$ cat src/rtl/hash_row_lane_serializer.sv
// Serializes one synchronized hash row into per-lane match requests, lowest lane first.
// Rows without a valid lane are dropped unless they carry the block delimiter.
//
// state  | meaning
// S_IDLE | buffer empty, ready for a row
// S_EMIT | buffer holds a row; emitting request beats or one delimiter-only token
module hash_row_lane_serializer #(
    parameter int ISSUE_W      = 8,
    parameter int ISSUE_W_LOG2 = 3,
    parameter int ADDR_W       = 32,
    parameter int MLEN_W       = 5
) (
    input  logic                      clk,
    input  logic                      rst_n,
    input  logic                      input_valid,
    input  logic [ADDR_W-1:0]         input_head_addr,
    input  logic [ISSUE_W-1:0]        input_history_valid,
    input  logic [ISSUE_W*ADDR_W-1:0] input_history_addr,
    input  logic [ISSUE_W*MLEN_W-1:0] input_meta_match_len,
    input  logic [ISSUE_W-1:0]        input_meta_match_can_ext,
    input  logic [ISSUE_W*8-1:0]      input_data,
    input  logic                      input_delim,
    output logic                      input_ready,
    output logic                      output_valid,
    output logic                      output_match_valid,
    output logic [ISSUE_W_LOG2-1:0]   output_lane_idx,
    output logic [ADDR_W-1:0]         output_head_addr,
    output logic [ADDR_W-1:0]         output_history_addr,
    output logic [MLEN_W-1:0]         output_meta_match_len,
    output logic                      output_meta_match_can_ext,
    output logic [ISSUE_W*8-1:0]      output_row_data,
    output logic                      output_last,
    output logic                      output_delim,
    input  logic                      output_ready,
    output logic [31:0]               stat_row_cnt,
    output logic [31:0]               stat_req_cnt
);

    typedef enum logic {S_IDLE, S_EMIT} state_t;

    state_t                    state;
    state_t                    state_nxt;
    logic [ISSUE_W-1:0]        pending_mask;
    logic [ADDR_W-1:0]         head_addr_r;
    logic [ADDR_W-1:0]         hist_addr_r [ISSUE_W];
    logic [MLEN_W-1:0]         meta_len_r  [ISSUE_W];
    logic [ISSUE_W-1:0]        can_ext_r;
    logic [ISSUE_W*8-1:0]      data_r;
    logic                      delim_r;
    logic [ISSUE_W_LOG2-1:0]   sel;
    logic                      has_req;
    logic                      one_left;
    logic                      row_live;
    logic                      fire_out;
    logic                      accept;

    // Lowest pending lane wins; the descending scan leaves the smallest index in sel.
    always_comb begin
        sel = '0;
        for (int i = ISSUE_W - 1; i >= 0; i--) begin
            if (pending_mask[i]) sel = ISSUE_W_LOG2'(i);
        end
    end

    assign has_req  = |pending_mask;
    assign one_left = (pending_mask & (pending_mask - ISSUE_W'(1))) == '0;
    assign row_live = (|input_history_valid) | input_delim;
    assign fire_out = output_valid & output_ready;
    assign accept   = input_valid & input_ready;

    always_ff @(posedge clk) begin
        if (!rst_n) state <= S_IDLE;
        else        state <= state_nxt;
    end

    always_comb begin
        state_nxt = state;
        case (state)
            S_IDLE: begin
                if (accept && row_live) state_nxt = S_EMIT;
            end
            S_EMIT: begin
                if (fire_out && output_last) state_nxt = (accept && row_live) ? S_EMIT : S_IDLE;
            end
            default: state_nxt = S_IDLE;
        endcase
    end

    always_comb begin
        output_valid              = (state == S_EMIT);
        output_match_valid        = has_req;
        output_last               = one_left;
        output_delim              = delim_r & one_left;
        output_head_addr          = head_addr_r + ADDR_W'(sel);
        output_row_data           = data_r;
        output_lane_idx           = '0;
        output_history_addr       = '0;
        output_meta_match_len     = '0;
        output_meta_match_can_ext = 1'b0;
        if (has_req) begin
            output_lane_idx           = sel;
            output_history_addr       = hist_addr_r[sel];
            output_meta_match_len     = meta_len_r[sel];
            output_meta_match_can_ext = can_ext_r[sel];
        end
        input_ready = (state == S_IDLE) | (output_valid & output_ready & one_left);
    end

    // Payload is only meaningful while output_valid, so it carries no reset.
    always_ff @(posedge clk) begin
        if (accept) begin
            head_addr_r <= input_head_addr;
            can_ext_r   <= input_meta_match_can_ext;
            data_r      <= input_data;
            delim_r     <= input_delim;
            for (int i = 0; i < ISSUE_W; i++) begin
                hist_addr_r[i] <= input_history_addr[i*ADDR_W +: ADDR_W];
                meta_len_r[i]  <= input_meta_match_len[i*MLEN_W +: MLEN_W];
            end
        end
    end

    always_ff @(posedge clk) begin
        if (!rst_n) begin
            pending_mask <= '0;
            stat_row_cnt <= '0;
            stat_req_cnt <= '0;
        end else begin
            if (accept)        pending_mask <= input_history_valid;
            else if (fire_out) pending_mask <= pending_mask & ~(ISSUE_W'(1) << sel);
            if (accept)              stat_row_cnt <= stat_row_cnt + 32'd1;
            if (fire_out && has_req) stat_req_cnt <= stat_req_cnt + 32'd1;
        end
    end

endmodule

$ cat config.mk
export PLATFORM = sky130hd
export DESIGN_NAME = hash_row_lane_serializer
export DESIGN_NICKNAME = d
export VERILOG_FILES = /design/src/rtl/hash_row_lane_serializer.sv
export SDC_FILE = /design/constraint.sdc
export NUM_CORES = 1
export LEC_CHECK = 0
export CAP_MARGIN = 40
export CORE_AREA = 8 8 234 236
export DETAILED_ROUTE_END_ITERATION = 7
export DIE_AREA = 0 0 242 244
export DONT_BUFFER_PORTS = 1
export PLACE_DENSITY = 0.6
export SYNTH_ARGS = -nofsm -noshare
export SYNTH_HDL_FRONTEND = slang
export SYNTH_SLANG_ARGS = --single-unit
export TNS_END_PERCENT = 100
$ cat constraint.sdc
create_clock -name clk -period 23.7 [get_ports clk]
set_input_delay 3.555 -clock clk [delete_from_list [all_inputs] [get_ports clk]]
set_output_delay 3.555 -clock clk [all_outputs]
set_load 0.02 [all_outputs]
==> flow_metrics.py <==
metrics = {
    "final_layout": {
        "fin_cells": 2009,
        "area_growth_pct": 12.5,
        "drive_above_1_share": 0.0835,
        "regArea_um2": 13500,
        "post-route-util": 0.413,
        "layout.nets": 1697,
        "multiInputGateArea_um2": 4760,
        "finish.instance_area_um2": 21000,
        "num-fill-cells": 4616,
    },
    "routing": {
        "top_layer": "met5",
        "wl_per_cell_um": 28.9,
        "drt_first_pass_iters": 5,
        "routed_wl_um": 58100,
        "via_per_inst": 5.75,
        "dr_wl_met3_um": 6210,
        "wl_met2_um": 29700,
        "wl_met1_um": 20700,
        "first_iter_violations": 903,
        "route.detailed.drc": 0,
        "num_vias": 11500,
        "detail-route-antenna-nets": 0,
    },
    "worst_setup_path": {
        "worstPathRequired_ns": 20.15,
        "arrival_ns": 5.40,
        "criticalPathCategory": "flop to output port",
        "cp-start-kind": "flop",
        "reg2reg_from": "pending_mask[0]",
        "ff2ff_path_depth": 6,
        "r2r_end": "meta_len_r[6][0]",
        "rrSetupSlack_ns": 19.78,
        "end_kind": "output port",
        "crit_path_max_fanout": 37,
    },
    "yosys": {
        "syn_nets": 1709,
        "syn_inst": 1290,
        "ys_seq_elements": 474,
        "syn_area_um2": 18700,
        "synth_fa_ha_area_frac": 0.00496,
        "synth-main-ff-cell": "edfxtp_1",
        "synth_cell_type_count": 53,
        "synth_xor_area_frac": 0.0225,
        "synthArstFlopShare": 0,
        "yosysWarnings": 0,
        "synth_compound_area_frac": 0.116,
        "synth.area.mux_share": 0.00429,
        "synth-simple-area-share": 0.105,
        "syn_avg_cell_area_um2": 14.5,
        "synth-seq-area-share": 0.723,
        "synth_edf_count": 401,
        "synth_top_family_by_area": "compound AO/OA/AOI/OAI gates",
    },
    "global_route": {
        "groute.usage.overall": 0.184,
        "grt-ovfl-total": 0,
        "grt_pass1_vias": 11200,
        "grt_max_degree": 109,
        "grt_pass1_wl_um": 81100,
        "antenna_found_initial": 32,
    },
    "timing": {
        "rsz0062_at_grt": "no",
        "drv_slew": 0,
        "final.min_clock_period_ns": 8.96,
        "finalCritPeriodShare": 0.378,
        "whs_ns": 0.537,
        "relSlewSlack": 0.365,
        "max_freq_mhz": 112,
        "hold_viol": 0,
        "setup_slack_ns": 14.74,
        "tightest_slew_ns": 0.947,
        "setup_violations": 0,
        "fin_skew_ns": 0.0121,
        "final.setup.tns_ns": 0,
    },
    "cts": {
        "postCtsHoldBufs": 0,
        "cts_tree": "done",
        "numCtsBuffers": 49,
        "clockBufferDepth": 3,
        "cts_sinks": 474,
        "clkTransAtPathRegs_ns": 0.06,
        "post_cts_resize_count": 0,
        "cts_max_level": 2,
        "post_cts_buffers": 0,
        "insertion_delay_ns": 0.57,
        "root_buffer": "clkbuf_16",
    },
    "floorplanning": {
        "ios": 619,
        "die_h_um": 244,
        "core_area_um2": 50900,
        "row_count": 83,
        "die_x_um": 242,
        "die-area_um2": 59000,
        "initial_core_util": 0.367,
    },
    "placement": {
        "place_ws_ns": 15.36,
        "gp_congestion": 0.875,
        "placedCellCount": 1907,
        "hpwl_um": 42800,
        "placed_area_um2": 19400,
        "portBuffers": 0,
    },
    "power": {
        "pwr-share-seq": 0.502,
        "switchingPower_uw": 584,
        "switching_share": 0.282,
        "p_clk_frac": 0.358,
        "power_density_nw_per_um2": 98.7,
        "cellLeakagePower_nw": 6.62,
        "combPwrFrac": 0.140,
        "ir_drop_uv": 87.2,
        "total_power_mw": 2.07,
        "internal-power_mw": 1.49,
    },
    "min_path": {
        "whs_endpoint": "pending_mask[7]",
        "hold_start": "pending_mask[7]",
        "whs_path_depth": 2,
        "hold_class": "flop to flop",
    },
    "status": {
        "status": "completed",
    },
    "job": {
        "max_cap_viol_count": 0,
    },
}
## layout make-up
cell class / count / share of cell area
Multi-Input combinational cell: 710 / 0.227
Sequential cell: 474 / 0.643
Antenna cell: 12 / 0.00143
Timing Repair Buffer: 22 / 0.0108
Clock inverter: 33 / 0.0136
Tap cell: 680 / 0.0405
Clock buffer: 57 / 0.0598
Inverter: 21 / 0.00417
## state kept, by name, summed over array words and instances (netlist names)
register,flops
delim_r,1
head_addr_r,32
can_ext_r,8
hist_addr_r,256
stat_row_cnt,32
output_valid,1
output_row_data,64
pending_mask,8
stat_req_cnt,32
meta_len_r,40
## worst max path at each step
stage	endpoint	cells after the start	startpoint
after floorplan	can_ext_r[0]	6	output_ready
after global placement	output_head_addr[30]	10	pending_mask[4]
after detailed placement	output_head_addr[28]	10	pending_mask[4]
after CTS	output_head_addr[28]	10	pending_mask[4]
after global routing	output_head_addr[28]	10	pending_mask[4]
final	output_head_addr[28]	10	pending_mask[4]
## power groups by stage
stage                     Combinational (mW)  Clock [mW]  Sequential [mW]
after detailed placement               0.295           0             1.06
after global routing                   0.312       0.788             1.05
after floorplan                        0.210           0             1.07
final                                  0.291       0.743             1.04
after CTS                              0.296       0.760             1.04
after global placement                 0.286           0             1.06
## Yosys cell counts (19+ instances only)
library cell	number	area [um2]
nand4_1	27	169
o22ai_1	39	244
nor2_1	34	128
a21oi_1	45	225
inv_1	19	71.3
o31ai_1	25	188
a211oi_1	78	586
edfxtp_1	401	12000
clkbuf_1	71	267
or4_1	27	203
o221ai_1	77	674
nand2_1	50	188
xnor2_1	36	315
nand3_1	47	235
dfxtp_1	73	1460
nor2b_1	76	475
## layer usage
layer	track usage	vias to the layer above
met5	0	-
met4	0.0445	34
met3	0.0823	113
met2	0.324	587
met1	0.203	5689
li1	-	5122
## cells by family (layout without fill, tap and decap cells)
group	count (synthesis)	count (layout)
flip-flops	474	474
AND/OR/NAND/NOR	349	349
AO/OA/AOI/OAI	298	298
buffers and inverters	106	133
XOR/XNOR	48	48
multiplexers	8	8
adder cells (fa/ha/maj)	7	7
other	0	12
## placed cells by master (no fill, tap or decap), types with 4 or more instances in the layout
cell type and instances:
nand2_1 49, nor2b_1 76, inv_1 17, o31ai_1 25, nand2b_1 13, dfxtp_1 73, a21oi_1 44, nand3_1 47
o22ai_1 39, bufinv_16 4, clkbuf_16 49, xnor2_1 36, clkinv_1 12, nor2_1 34, mux2i_1 8, nand4_1 27
edfxtp_1 401, and4_1 6, o221ai_1 77, a211oi_1 78, nor3_1 10, ha_1 5, buf_4 13, xor2_1 12
diode_2 12, clkinv_2 11, nor4_1 14, and2_1 6, or3_1 12, clkbuf_1 8, or4_1 27, o21ai_0 14
and3_1 16
## critical path, stage by stage, from the launching register on
cell      delay (ns)
dfxtp_1         0.37
or2_2           0.38
o21ai_0         0.38
and2_1          0.43
clkinv_2        0.64
fa_1            0.69
nand2b_1        0.19
a211oi_1        0.81
and3_1          0.35
nand3_1         0.12
xnor2_1         0.47
Note: power is estimated with default switching activity, not from simulation.
